--- config.mk ---
export PLATFORM = sky130hd
export DESIGN_NAME = fetch_stage
export DESIGN_NICKNAME = d
export VERILOG_FILES = /design/src/rtl/fetch_stage.sv
export SDC_FILE = /design/constraint.sdc
export NUM_CORES = 1
export LEC_CHECK = 0
export BUFFER_PORTS_ARGS = -buffer_cell sky130_fd_sc_hd__buf_2
export CAP_MARGIN = 20
export CORE_MARGIN = 2
export CORE_UTILIZATION = 27
export CTS_CLUSTER_SIZE = 12
export DETAILED_ROUTE_END_ITERATION = 12
export GPL_ROUTABILITY_DRIVEN = 0
export PLACE_DENSITY_LB_ADDON = 0.08
export SLEW_MARGIN = 20
export SYNTH_ARGS = -nofsm -noshare
export SYNTH_HDL_FRONTEND = slang
export SYNTH_SLANG_ARGS = --single-unit
--- constraint.sdc ---
create_clock -name clk -period 2.5 [get_ports clk]
set_input_delay 0.5 -clock clk [delete_from_list [all_inputs] [get_ports clk]]
set_output_delay 0.5 -clock clk [all_outputs]
set_load 0.01 [all_outputs]
--- src/rtl/fetch_stage.sv ---
// fetch_stage: DLX instruction fetch and IF/ID pipeline register with a
// one-entry skid buffer, branch/jump redirect and one-instruction squash.
`default_nettype none

module fetch_stage #(
    parameter logic [31:0] RESET_PC  = 32'h0000_0000,
    parameter logic [31:0] NOP_INSTR = 32'h0000_0015
) (
    input  logic        clk,
    input  logic        rst_n,
    output logic        imem_req,
    output logic [31:0] imem_addr,
    input  logic        imem_ack,
    input  logic [31:0] imem_rdata,
    input  logic        stall,
    input  logic        beqz,
    input  logic        bnez,
    input  logic        jump,
    input  logic        jump_reg,
    input  logic        rs1_zero,
    input  logic [15:0] imm16,
    input  logic [25:0] value,
    input  logic [31:0] reg_target,
    output logic [31:0] if_instr,
    output logic [31:0] if_pc4,
    output logic        if_valid,
    output logic        redirect
);

    typedef enum logic [1:0] {
        FETCH   = 2'd0,
        HOLD    = 2'd1,
        DISCARD = 2'd2
    } state_t;

    state_t      state, state_next;
    logic [31:0] pc, pc_next;
    logic [31:0] pend_pc, pend_pc_next;
    logic [31:0] skid_instr, skid_instr_next;
    logic [31:0] skid_pc4, skid_pc4_next;
    logic [31:0] if_instr_next, if_pc4_next;
    logic        if_valid_next;
    logic        ack, take;
    logic [31:0] pc_plus4, target_raw, target;

    // Gating with rst_n makes the request drop the instant reset asserts.
    assign imem_req  = rst_n & (state != HOLD);
    assign imem_addr = pc;
    assign ack       = imem_req & imem_ack;
    assign pc_plus4  = pc + 32'd4;

    assign take     = if_valid & ~stall & (jump | (beqz & rs1_zero) | (bnez & ~rs1_zero));
    assign redirect = take;

    always_comb begin
        target_raw = if_pc4 + {{16{imm16[15]}}, imm16};
        if (jump_reg) begin
            target_raw = reg_target;
        end else if (jump) begin
            target_raw = if_pc4 + {{6{value[25]}}, value};
        end
        target = {target_raw[31:2], 2'b00};
    end

    always_comb begin
        state_next      = state;
        pc_next         = pc;
        pend_pc_next    = pend_pc;
        skid_instr_next = skid_instr;
        skid_pc4_next   = skid_pc4;
        if_instr_next   = if_instr;
        if_pc4_next     = if_pc4;
        if_valid_next   = if_valid;
        case (state)
            FETCH: begin
                if (take) begin
                    if_instr_next = NOP_INSTR;
                    if_pc4_next   = 32'd0;
                    if_valid_next = 1'b0;
                    if (ack) begin
                        pc_next = target;
                    end else begin
                        // Keep the old address on the bus until the squashed ack returns.
                        pend_pc_next = target;
                        state_next   = DISCARD;
                    end
                end else if (ack) begin
                    pc_next = pc_plus4;
                    if (stall) begin
                        skid_instr_next = imem_rdata;
                        skid_pc4_next   = pc_plus4;
                        state_next      = HOLD;
                    end else begin
                        if_instr_next = imem_rdata;
                        if_pc4_next   = pc_plus4;
                        if_valid_next = 1'b1;
                    end
                end
            end
            HOLD: begin
                if (!stall) begin
                    state_next = FETCH;
                    if (take) begin
                        if_instr_next = NOP_INSTR;
                        if_pc4_next   = 32'd0;
                        if_valid_next = 1'b0;
                        pc_next       = target;
                    end else begin
                        if_instr_next = skid_instr;
                        if_pc4_next   = skid_pc4;
                        if_valid_next = 1'b1;
                    end
                end
            end
            DISCARD: begin
                if (ack) begin
                    pc_next    = pend_pc;
                    state_next = FETCH;
                end
            end
            default: state_next = FETCH;
        endcase
    end

    always_ff @(posedge clk or negedge rst_n) begin
        if (!rst_n) begin
            state      <= FETCH;
            pc         <= RESET_PC;
            pend_pc    <= RESET_PC;
            skid_instr <= NOP_INSTR;
            skid_pc4   <= 32'd0;
            if_instr   <= NOP_INSTR;
            if_pc4     <= 32'd0;
            if_valid   <= 1'b0;
        end else begin
            state      <= state_next;
            pc         <= pc_next;
            pend_pc    <= pend_pc_next;
            skid_instr <= skid_instr_next;
            skid_pc4   <= skid_pc4_next;
            if_instr   <= if_instr_next;
            if_pc4     <= if_pc4_next;
            if_valid   <= if_valid_next;
        end
    end

endmodule

`default_nettype wire
==> summary.md, run 1 <==
| Metric | Value |
|---|---|
| PortBufs | `between 200 and 250` |
| Sequential area share after synthesis | `41.4%` |
| RSZ-0062 raised after global routing | `yes` |
| Routed met3 length | `between 2 and 2.5 mm` |
| Antenna viol nets, final | `0` |
| Pins over their slew limit | `0` |
| Final WS setup | `-290 ps` |
| Final hold violation count | `0` |
| DR WL/cell | `19.5 um` |
| Worst Setup Path Type | `input port to register` |
| Residual DRC | `0` |
| CP Launch Point | `jump` |
| Skew final | `14.5 ps` |
| Hold Buf Count CTS | `0` |
| Slowest Stage Delay on Critical Path | `340 ps` |
| Top cell type's share of synthesized area | `40.0%` |
| Worst r2r src | `if_pc4[4]` |
| Top routing layer in use | `met5` |
| Synth area leaders | `dfrtp_1 40%, nand2_1 7.3%, mux2_2 5.4%` |
| DRT Wirelength | `43.4 mm` |
| Core area | `41800 sq um` |
| Post-synth ARST share | `100%` |
| Worst setup EP type | `register` |
| Via/cell ratio | `4.93` |
| Initial Util | `27.3%` |
| Met2 wire len | `roughly 20 mm` |
| Drt first-iter violations | `between 500 and 600` |
| Crit Path Max Fanout | `8` |
| CP arrival | `around 3200 ps` |
| Clock latency at the later pin of the worst-skew pair | `490 ps` |
| Leak | `7.56 nW` |
| # H-tree levels | `4` |
| Clock transition at the registers of the reported paths | `80 ps` |
| Overall global routing resource usage | `20.3%` |
| Layout area overhead | `45.6%` |
| Met1 wire length | `20.5 mm` |
| Hold Crit Class | `input port to register` |
| Status | `finished, violations left` |
| Setup-failing EPs final | `46` |
| Pre-Repair DR Iteration Count | `5` |
| Die Y-Extent | `approximately 210 um` |
| CP startpoint kind | `input port` |
| Die area | `~44000 sq um` |
| Design Area, Final | `16600 sq um` |
| Worst setup path end | `imem_addr[25]` |
| I/O pins | `214` |
| R2r endpoint | `imem_addr[25]` |
| Most common cell after layout, fill and taps aside | `buf_4` |
| Max-Cap Viols | `0` |
| Number of synthesized flops with an enable pin | `0` |
| Row cnt | `75` |
| Global-route wire length before repair | `67.0 mm` |
| Slew headroom | `about 45%` |
| Worst-Margin Slew | `830 ps` |
| Share of cells above drive strength 1 | `42.2%` |
| Highest-count cells in the layout ignoring fill and taps | `221 x buf_4, 218 x nand2_1, 207 x buf_2, 181 x dfrtp_1, 97 x a21oi_1` |
| Count of different cell masters after synthesis | `81` |
| Reg2reg setup slack | `-240 ps` |
| Worst path slowest cell | `o311a_1` |
| Critical path cell sequence | `buf_12 -> buf_12 -> mux2_4 -> ha_4 -> inv_4 -> o31ai_4 -> a221oi_4 -> a31o_4 -> o31a_4 -> o221ai_4 -> a21oi_2 -> xnor2_2 -> o311a_1` |
| Failing checks | `setup timing` |
| WP data required | `2880 ps` |
| Clk root buf | `clkbuf_16` |
| Non-Filler Instances | `approximately 2200` |
| Core Util, Final | `about two fifths` |
| Post-Syn Instances | `1272` |
| Most area-hungry cell type in the Yosys netlist | `dfrtp_1` |
| Clock Tree Buf Depth | `2` |
| CTS Buf Count | `17` |
| Ant. Diodes | `0` |
| Final Cycle Share | `112%` |
| Total Power | `20.9 mW` |
| Chip width | `around 210 um` |
| Commonest register cell after synthesis | `dfrtp_1` |
| Placed instance count | `approximately 2200` |
| Pre-CTS setup slack | `-1040 ps` |
| #FFs+latches synth | `188` |
| Worst reg2reg path depth | `10` |
| Yosys warnings | `0` |
| Clock Sinks | `~190` |
| FMAX | `358 MHz` |
| VDD IR max | `0.676 mV` |
| Power Dens Cells | `1260 nW/um^2` |
| Post-DP HPWL | `32.4 mm` |
| Initial antenna violation count | `5` |
| Dpl cell area | `15100 sq um` |
| GRT Residual Overflow | `0` |
| Nets | `1816` |
| Top cell by count, worst path | `buf_12` |
| Largest net degree at the start of global routing | `133` |
| CTS tree | `yes` |
| Vias in the first global route | `11000` |
| Mapped cell area | `11400 sq um` |
| Post-layout minimum cycle time | `2790 ps` |
| Via count | `10900` |
| Syn_area_per_cell | `around 9.0 sq um` |
==> flip-flops by register name (all words and copies together), names as in the netlist <==
register / flops
state: 2
if_instr: 32
if_valid: 1
if_pc4: 31
pend_pc: 30
skid_pc4: 30
imem_addr: 30
skid_instr: 32
==> report_power, final <==
part | leakage [nW] | internal, mW | switching [mW]
Combinational | 4.96 | 5.90 | 6.77
Clock | 0.266 | 1.32 | 1.44
Sequential | 2.33 | 4.47 | 1.02
==> cells in the mapped netlist (8+ instances only) <==
master,number
a22oi_1,8
mux2i_1,46
and3_1,10
nand4_1,9
xor2_1,24
ha_1,34
buf_1,8
nor3_1,10
nand2b_1,8
nor2_1,75
o31ai_1,40
inv_1,18
nand2_1,222
xnor2_1,32
a21o_1,9
a21oi_1,114
o21ai_0,118
dfrtp_1,182
a221oi_1,8
and2_1,9
a31oi_1,9
nand3_1,26
clkbuf_1,69
o211ai_1,9
mux2_2,55
==> what timing repair did <==
action | 4_1_cts | 5_1_grt
pin swaps | 59 | 37
resized for setup | 104 | 61
setup endpoints to repair | 58 | 58
buffers inserted | 7 | 13
==> cells by family (layout without fill, tap and decap cells) <==
group                      count (synthesis)  after routing  share of synthesized area [%]
AOI/OAI and AO/OA                        389            389                           21.7
xor gates and xnor gates                  57             57                           4.45
adders and majority gates                 34             34                           3.74
buffers and inverters                    107            514                           3.80
DFF                                      188            188                           41.4
muxes                                    102            102                           9.61
other                                      1              2                         0.0329
and+or+nand+nor                          394            394                           15.3
==> cell type report <==
class | instances | area (sq um)
Multi-Input combinational cell | 978 | 7290
Sequential cell | 188 | 4710
Timing Repair Buffer | 464 | 3280
Fill cell | 4213 | 25200
Clock buffer | 19 | 433
Clock inverter | 13 | 119
Tap cell | 539 | 674
Inverter | 18 | 70.1
==> per-stage QoR <==
| stage | setup TNS, ps | hold slack (ps) |
|---|---|---|
| floorplan | -14850 | 204 |
| global placement | -44850 | 458 |
| detailed placement | -46520 | 462 |
| CTS | -4490 | 198 |
| global route | -11210 | 215 |
| finish | -7330 | 243 |
==> layer usage <==
metal	up-vias	track usage [%]
li1	5341	-
met3	46	5.06
met5	-	0
met4	8	5.99
met2	244	31.8
met1	5292	27.7
==> worst max-delay path, delay by kind of cell <==
| kind | cells | cell delay (ps) |
|---|---|---|
| multiplexers | 1 | 310 |
| XOR/XNOR | 1 | 170 |
| buffers and inverters | 3 | 290 |
| AO/OA/AOI/OAI | 7 | 1600 |
| adder cells (fa/ha/maj) | 1 | 300 |
==> how the worst min path moves through the flow <==
stage / depth (start not counted) / startpoint / endpoint
after floorplan: 0 / rst_n / if_instr[10]
after global placement: 2 / if_instr[18] / if_instr[18]
after detailed placement: 2 / if_instr[23] / if_instr[23]
after CTS: 2 / imem_rdata[9] / skid_instr[9]
after global routing: 2 / imem_rdata[9] / skid_instr[9]
final: 2 / imem_rdata[15] / skid_instr[15]
(Power assumes the default switching activity.)
==> run 2: changes to the inputs <==
Settings changed: RECOVER_POWER from default to 25.
==> summary.md, run 2 (same netlist as run 1, synthesis figures left out) <==
| Metric | Value |
|---|---|
| CP startpoint kind | `input port` |
| Max-Cap Viols | `2 (+2)` |
| Setup-failing EPs final | `46 (unchanged)` |
| Antenna viol nets, final | `0 (unchanged)` |
| Worst setup EP type | `register` |
| Setup TNS | `-7400 ps (-67.1 ps)` |
| Nets | `1816 (unchanged)` |
| Drt first-iter violations | `562 (-5.1%)` |
| Crit Path Max Fanout | `8 (unchanged)` |
| RSZ-0062 raised after global routing | `yes` |
| DR WL/cell | `19.5 um (about the same)` |
| WHS Path Cells | `2 (unchanged)` |
| Via/cell ratio | `4.90 (-0.47%)` |
| I/O pins | `214 (unchanged)` |
| Status | `finished, violations left` |
| Largest net degree at the start of global routing | `133 (unchanged)` |
| Chip width | `209 um (unchanged)` |
| WP data required | `2880 ps (about the same)` |
| Clk root buf | `clkbuf_16` |
| Die area | `43800 sq um (unchanged)` |
| Worst Setup Path Type | `input port to register` |
| Pre-CTS setup slack | `-1040 ps (unchanged)` |
| Initial Util | `27.3% (unchanged)` |
| Clock latency at the later pin of the worst-skew pair | `500 ps (about the same)` |
| FMAX | `358 MHz (about the same)` |
| Post-layout minimum cycle time | `2790 ps (+1.94 ps)` |
| Min-Delay Endpoint | `skid_instr[15]` |
| Core area | `41800 sq um (unchanged)` |
| Hold wc startpoint | `imem_rdata[15]` |
| Slew headroom | `-34.2% (-79 points)` |
| Highest-count cells in the layout ignoring fill and taps | `219 x buf_4, 218 x nand2_1, 207 x buf_2, 181 x dfrtp_1, 97 x a21oi_1` |
| Worst r2r src | `if_pc4[4]` |
| Via count | `10900 (-0.43%)` |
| Vias in the first global route | `11000 (unchanged)` |
| Most common cell after layout, fill and taps aside | `buf_4` |
| DRT Wirelength | `43.4 mm (about the same)` |
| Final Cycle Share | `112% (about the same)` |
| CTS Buf Count | `17 (unchanged)` |
| Residual DRC | `0 (unchanged)` |
| PortBufs | `209 (unchanged)` |
| Total Power | `20.9 mW (about the same)` |
| Final WS setup | `-292 ps (-1.94 ps)` |
| Die Y-Extent | `209 um (unchanged)` |
| Clock Tree Buf Depth | `2 (unchanged)` |
| CP arrival | `3170 ps (about the same)` |
| Top Registers | `if_instr x32, skid_instr x32, if_pc4 x31` |
| GRT Residual Overflow | `0 (unchanged)` |
| Pre-Repair DR Iteration Count | `5 (unchanged)` |
| Pins over their slew limit | `190 (+190)` |
| VDD IR max | `0.675 mV (-0.14%)` |
| Global-route wire length before repair | `67.0 mm (unchanged)` |
| Leak | `7.55 nW (about the same)` |
| Clock Sinks | `188 (unchanged)` |
| Skew final | `14.8 ps (+0.358 ps)` |
| Hold slack | `243 ps (-0.265 ps)` |
| Overall global routing resource usage | `20.3% (unchanged)` |
| Layout area overhead | `45.5% (about the same)` |
| Final hold violation count | `0 (unchanged)` |
| Clock transition at the registers of the reported paths | `80 ps (about the same)` |
| Hold Crit Class | `input port to register` |
| R2r endpoint | `imem_addr[25]` |
| Power Dens Cells | `1260 nW/um^2 (about the same)` |
| CTS tree | `yes` |
| Worst-Margin Slew | `2010 ps (+1180 ps)` |
| Row cnt | `75 (unchanged)` |
| Worst reg2reg path depth | `10 (unchanged)` |
| Reg2reg setup slack | `-250 ps (about the same)` |
| Fillers | `4215 (+0.047%)` |
| Initial antenna violation count | `5 (unchanged)` |
| Share of cells above drive strength 1 | `42.2% (unchanged)` |
| Failing checks | `capacitance limit, slew limit, setup timing` |
| Post-DP HPWL | `32.4 mm (unchanged)` |
| # H-tree levels | `4 (unchanged)` |
-- run 2: per-stage QoR --
stage,cells,cell area (sq um),util (%)
floorplan,1273,11700,-
detailed placement,2175,15100,36.2
global placement,2175,15100,36.2
global route,2220,16600,39.7
finish,2220,16600,39.7
CTS,2207,16200,38.8
-- run 2: repair_timing --
item	in CTS	in global routing
hold buffers	0	0
setup buffers	7	13
pin swaps	59	37
gates resized for setup	104	61
setup endpoints to repair	58	58
-- run 2: where the power goes --
part | internal (mW) | switching [mW] | total (mW)
registers | 4.47 | 1.02 | 5.49
logic | 5.90 | 6.77 | 12.7
clock network | 1.31 | 1.43 | 2.75
-- run 2: final cells by class --
class / count / area (sq um) / area share (%)
Timing Repair Buffer: 464 / 3260 / 19.7
Inverter: 18 / 70.1 / 0.423
Sequential cell: 188 / 4710 / 28.4
Antenna cell: 1 / 2.50 / 0.0151
Multi-Input combinational cell: 978 / 7290 / 44.0
Clock buffer: 19 / 433 / 2.61
Tap cell: 539 / 674 / 4.07
Clock inverter: 13 / 119 / 0.717
-- run 2: worst max path at each step --
stage / startpoint / slack (ps) / cells after the start / endpoint
2_1_floorplan: jump / -600 / 13 / imem_addr[25]
3_3_place_gp: jump / -1050 / 13 / imem_addr[21]
3_5_place_dp: jump / -1040 / 13 / imem_addr[21]
4_1_cts: jump / -240 / 13 / pend_pc[25]
5_1_grt: jump / -340 / 13 / pend_pc[25]
6_report: jump / -290 / 13 / imem_addr[25]
-- run 2: critical path, stage by stage --
cell,delay (ps)
buf_12,120
buf_12,130
mux2_4,310
ha_4,300
inv_4,40
o31ai_4,270
a221oi_4,130
a31o_4,270
o31a_4,330
o221ai_4,170
a21oi_2,90
xnor2_2,170
o311a_1,340
-- run 2: per-layer routing --
layer  GRT usage [%]  routed length [um]  vias to the layer above
li1                -                   -                     5335
met5               0                  51                        -
met4            5.99                 831                        8
met2            31.8               19900                      216
met1            27.7               20700                     5281
met3            5.06                1890                       44
